### src/rtl/uart_recv.sv
// 8N1 UART receiver: synchronises uart_rxd, samples mid-bit and presents each good
// byte with a one-cycle done strobe; a bad stop bit raises a one-cycle frame_err.
module uart_recv #(
  parameter int unsigned CLK_FREQ = 50_000_000,
  parameter int unsigned UART_BPS = 9600
) (
  input  logic       sys_clk,
  input  logic       sys_rst,
  input  logic       uart_rxd,
  output logic [7:0] uart_data,
  output logic       uart_done,
  output logic       frame_err,
  output logic       rx_busy
);

  localparam int unsigned BPS_CNT = CLK_FREQ / UART_BPS;
  localparam int unsigned CNT_W   = (BPS_CNT > 1) ? $clog2(BPS_CNT) : 1;
  localparam logic [CNT_W-1:0] HALF_M1 = CNT_W'(BPS_CNT / 2 - 1);
  localparam logic [CNT_W-1:0] FULL_M1 = CNT_W'(BPS_CNT - 1);

  typedef enum logic [1:0] {IDLE, START, DATA, STOP} state_t;

  state_t           state_q, state_d;
  logic             rxd_d0_q, rxd_d1_q, rxd_d2_q;
  logic [CNT_W-1:0] clk_cnt_q, clk_cnt_d;
  logic [3:0]       bit_cnt_q, bit_cnt_d;
  logic [7:0]       shift_q, shift_d;
  logic [7:0]       data_q, data_d;
  logic             done_q, done_d;
  logic             ferr_q, ferr_d;
  logic             busy_q;
  logic             start_edge;

  assign start_edge = rxd_d2_q & ~rxd_d1_q;

  // Synchroniser presets to the idle level so reset never looks like a start bit.
  always_ff @(posedge sys_clk) begin
    if (sys_rst) begin
      rxd_d0_q <= 1'b1;
      rxd_d1_q <= 1'b1;
      rxd_d2_q <= 1'b1;
    end else begin
      rxd_d0_q <= uart_rxd;
      rxd_d1_q <= rxd_d0_q;
      rxd_d2_q <= rxd_d1_q;
    end
  end

  always_ff @(posedge sys_clk) begin
    if (sys_rst) begin
      state_q   <= IDLE;
      clk_cnt_q <= '0;
      bit_cnt_q <= '0;
      shift_q   <= '0;
      data_q    <= '0;
      done_q    <= 1'b0;
      ferr_q    <= 1'b0;
      busy_q    <= 1'b0;
    end else begin
      state_q   <= state_d;
      clk_cnt_q <= clk_cnt_d;
      bit_cnt_q <= bit_cnt_d;
      shift_q   <= shift_d;
      data_q    <= data_d;
      done_q    <= done_d;
      ferr_q    <= ferr_d;
      busy_q    <= (state_d != IDLE);
    end
  end

  always_comb begin
    state_d   = state_q;
    clk_cnt_d = clk_cnt_q;
    bit_cnt_d = bit_cnt_q;
    shift_d   = shift_q;
    data_d    = data_q;
    done_d    = 1'b0;
    ferr_d    = 1'b0;
    unique case (state_q)
      IDLE: begin
        if (start_edge) begin
          state_d   = START;
          clk_cnt_d = '0;
        end
      end
      // Half-bit check rejects glitches and aligns later samples to mid-bit.
      START: begin
        if (clk_cnt_q == HALF_M1) begin
          clk_cnt_d = '0;
          bit_cnt_d = '0;
          state_d   = rxd_d1_q ? IDLE : DATA;
        end else begin
          clk_cnt_d = clk_cnt_q + CNT_W'(1);
        end
      end
      DATA: begin
        if (clk_cnt_q == FULL_M1) begin
          clk_cnt_d = '0;
          shift_d   = {rxd_d1_q, shift_q[7:1]};
          bit_cnt_d = bit_cnt_q + 4'd1;
          if (bit_cnt_q == 4'd7) state_d = STOP;
        end else begin
          clk_cnt_d = clk_cnt_q + CNT_W'(1);
        end
      end
      // Leave mid-stop-bit so a back-to-back start edge is not missed.
      STOP: begin
        if (clk_cnt_q == FULL_M1) begin
          clk_cnt_d = '0;
          state_d   = IDLE;
          if (rxd_d1_q) begin
            data_d = shift_q;
            done_d = 1'b1;
          end else begin
            ferr_d = 1'b1;
          end
        end else begin
          clk_cnt_d = clk_cnt_q + CNT_W'(1);
        end
      end
      default: state_d = IDLE;
    endcase
  end

  assign uart_data = data_q;
  assign uart_done = done_q;
  assign frame_err = ferr_q;
  assign rx_busy   = busy_q;

endmodule

### config.mk
export PLATFORM = sky130hd
export DESIGN_NAME = uart_recv
export DESIGN_NICKNAME = d
export VERILOG_FILES = /design/src/rtl/uart_recv.sv
export SDC_FILE = /design/constraint.sdc
export NUM_CORES = 1
export LEC_CHECK = 0
export ABC_CLOCK_PERIOD_IN_PS = 1800
export CELL_PAD_IN_SITES_DETAIL_PLACEMENT = 1
export CELL_PAD_IN_SITES_GLOBAL_PLACEMENT = 1
export CORE_ASPECT_RATIO = 0.7
export CORE_MARGIN = 1.5
export CORE_UTILIZATION = 39
export CTS_CLUSTER_SIZE = 16
export DETAILED_ROUTE_END_ITERATION = 8
export HOLD_SLACK_MARGIN = 0.15
export PLACE_DENSITY = 0.83
export SYNTH_ARGS = -nofsm -noshare
export SYNTH_HDL_FRONTEND = slang
export SYNTH_SLANG_ARGS = --single-unit
### constraint.sdc
create_clock -name sys_clk -period 1.8 [get_ports sys_clk]
set_clock_uncertainty 0.2 [all_clocks]
set_input_delay 0.36 -clock sys_clk [delete_from_list [all_inputs] [get_ports sys_clk]]
set_output_delay 0.36 -clock sys_clk [all_outputs]
set_load 0.02 [all_outputs]
==> results_dict.tcl <==
set metrics [dict create \
    htreeDepth 2 \
    fin_ws_ps -138 \
    p_sw_mw 0.402 \
    total_power_mw 1.62 \
    first_global_vias 1584 \
    outcome "finished with violations" \
    slowest_delay_ps 360 \
    gp_congestion 0.883 \
    syn_inst 201 \
    tightest_slew_ps 524 \
    dieHeight_microns 60.3 \
    ys_seq_area_frac 0.448 \
    synth-seq-cells 41 \
    cpLargestDelayFamily "simple AND/OR/NAND/NOR gates" \
    finalSetupViolations 35 \
    synth_common_cells "41 x dfxtp_1, 25 x nor2_1, 20 x nand2_1" \
    path_cells "ha_4 > nor3b_4 > and4_4 > o22ai_2 > buf_12 > a22oi_2 > nor2_1" \
    p_leak_nw 1.02 \
    synth.avg_cell_area_sq_um 9.11 \
    vdd_ir_drop_max_v 0.000347 \
    core_sq_um 4430 \
    track_usage 0.214 \
    worst-path-max-fanout 14 \
    synth_most_common_cell "dfxtp_1" \
    antenna_cells 0 \
    rows 20 \
    synth.distinct_cells 38 \
    drt_iter0_drc 64 \
    path_class "flop to flop" \
    dpl.hpwl_microns 3510 \
    internal_power_mw 1.22 \
    cp.required_ps 1790 \
    drive_gt1_frac 0.263 \
    postCtsHoldBufs 0 \
    place.port_buffers 13 \
    ios 14 \
    max_freq_mhz 516 \
    crit_path_end_kind "flop" \
    drc_errors 2 \
    clk_pin_slew_ps 80 \
    cts_buffer_depth 2 \
    synthArstFlopShare 0 \
    max_cap_violations 0 \
    max_slew_margin 0.649 \
    design_area_sq_um 2470 \
    cts_tree "yes" \
    rsz0062_at_grt "true" \
    finalSetupTns_ps -2670 \
    dieArea_sq_um 5120 \
    synth_area_leaders "dfxtp_1 45%, mux2i_1 9.3%, nor2_1 5.1%, nand3_1 4.4%, nand2_1 4.1%" \
    wire_per_inst_microns 17.5 \
    fill_cells 502 \
    worst-path-buf-inv 1 \
    netlist_area_sq_um 1830 \
    synth_nets 206 \
    hold_viol_final 0 \
    grt_max_degree 15 \
    comb_power_share 0.060 \
    start_util 0.414 \
    cts_sinks 41 \
    synth_ff_type "dfxtp_1" \
    grt-ovfl-total 0 \
    synthToLayoutAreaGrowth_pct 34.6 \
    avgViaCountPerCell 5.49 \
    nets 247 \
    ant_nets 0 \
    switching_share 0.248 \
    wirelength_microns 5230 \
    slew_viol_final 0 \
    finalCritPeriodShare 1.08 \
    yosysTopAreaCellShare 0.448 \
    grt_pass1_wl_microns 8240 \
    start_kind "flop" \
    grt_antenna_before_repair 0 \
    crit_arrival_ps 1930 \
    min_period_ps 1940 \
    num_vias 1635 \
    synth-edff-count 0 \
    violations "DRC, setup timing" \
    cpMaxStageDelayCell "dfxtp_2" \
    hold_path.class "flop to flop" \
    seq_power_share 0.565 \
    clkPwrFrac 0.375 \
    yosys.area.top_type "dfxtp_1" \
    p_per_area_nw_per_um2 658 \
    post-route-util 0.557 \
    fp.dieW_microns 84.9 \
    clk-insertion-delay-late_ps 300 \
    placed_area_sq_um 2250 \
    ys_warn_count 0 \
    timing.hold.ws_ps 231 \
    cts_root_buf "clkbuf_8" \
    dr.pass1.iters 6 \
    cts_buffers 5 \
]
-- cells by family (layout without fill, tap and decap cells) --
logic type | count (synthesis) | count (layout) | synth area share
adders and majority gates | 2 | 2 | 0.0137
buffers and inverters | 14 | 55 | 0.0458
DFF | 41 | 41 | 0.448
and+or+nand+nor | 102 | 102 | 0.303
AOI/OAI and AO/OA | 22 | 23 | 0.0820
muxes | 17 | 17 | 0.0929
xor gates and xnor gates | 3 | 3 | 0.0143
-- worst paths after layout --
path,startpoint,end,slack [ps],cells past startpoint
worst min-delay path,rxd_d0_q,rxd_d1_q,230,1
worst min register to register,rxd_d0_q,rxd_d1_q,230,1
worst max register to register,clk_cnt_q[0],clk_cnt_q[1],-140,7
worst max-delay path,clk_cnt_q[0],clk_cnt_q[1],-140,7
-- power groups by stage --
stage	Sequential (mW)	Combinational, mW	Clock, mW
floorplan	0.941	0.0394	0
global placement	0.938	0.0835	0
detailed placement	0.939	0.0868	0
CTS	0.918	0.0924	0.625
global route	0.918	0.105	0.661
finish	0.917	0.0966	0.608
-- routing by layer --
layer / GRT usage / routed length [microns] / vias to the layer above
li1: - / - / 799
met1: 0.283 / 2540 / 805
met2: 0.347 / 2480 / 22
met3: 0.0503 / 157 / 9
met4: 0.0820 / 55 / 0
met5: 0 / 0 / -
-- sequential cells by signal (all words and copies together) (netlist names) --
register and count:
frame_err 1, rx_busy 1, rxd_d1_q 1, shift_q 8
rxd_d0_q 1, uart_data 8, rxd_d2_q 1, clk_cnt_q 13
uart_done 1, state_q 2, bit_cnt_q 4
-- placed cells by master (no fill, tap or decap), drive strengths merged, types with 4 or more instances in the layout --
| cell | instances |
|---|---|
| a31oi | 11 |
| buf | 31 |
| clkbuf | 5 |
| clkdlybuf4s50 | 4 |
| dfxtp | 41 |
| dlygate4sd2 | 7 |
| mux2i | 17 |
| nand2 | 20 |
| nand3 | 16 |
| nand3b | 4 |
| nor2 | 25 |
| or3 | 10 |
-- through the flow --
stage	std cells	setup WS, ps
4_1_cts	296	-129
5_1_grt	298	-215
3_5_place_dp	287	-173
3_3_place_gp	287	-56.6
2_1_floorplan	201	-25.0
6_report	298	-138
-- what timing repair did --
action	CTS	global route
resized for setup	18	13
endpoints found under the setup margin	43	39
gates cloned	0	1
setup buffers	2	1
pin swaps	7	12
-- final cells by class --
type	count	area (sq um)	share of cell area
Timing Repair Buffer	44	415	0.168
Inverter	3	11.3	0.00457
Multi-Input combinational cell	147	1060	0.430
Tap cell	55	68.8	0.0279
Clock buffer	5	68.8	0.0279
Clock inverter	3	17.5	0.00710
Sequential cell	41	823	0.334
(Power assumes the default switching activity.)
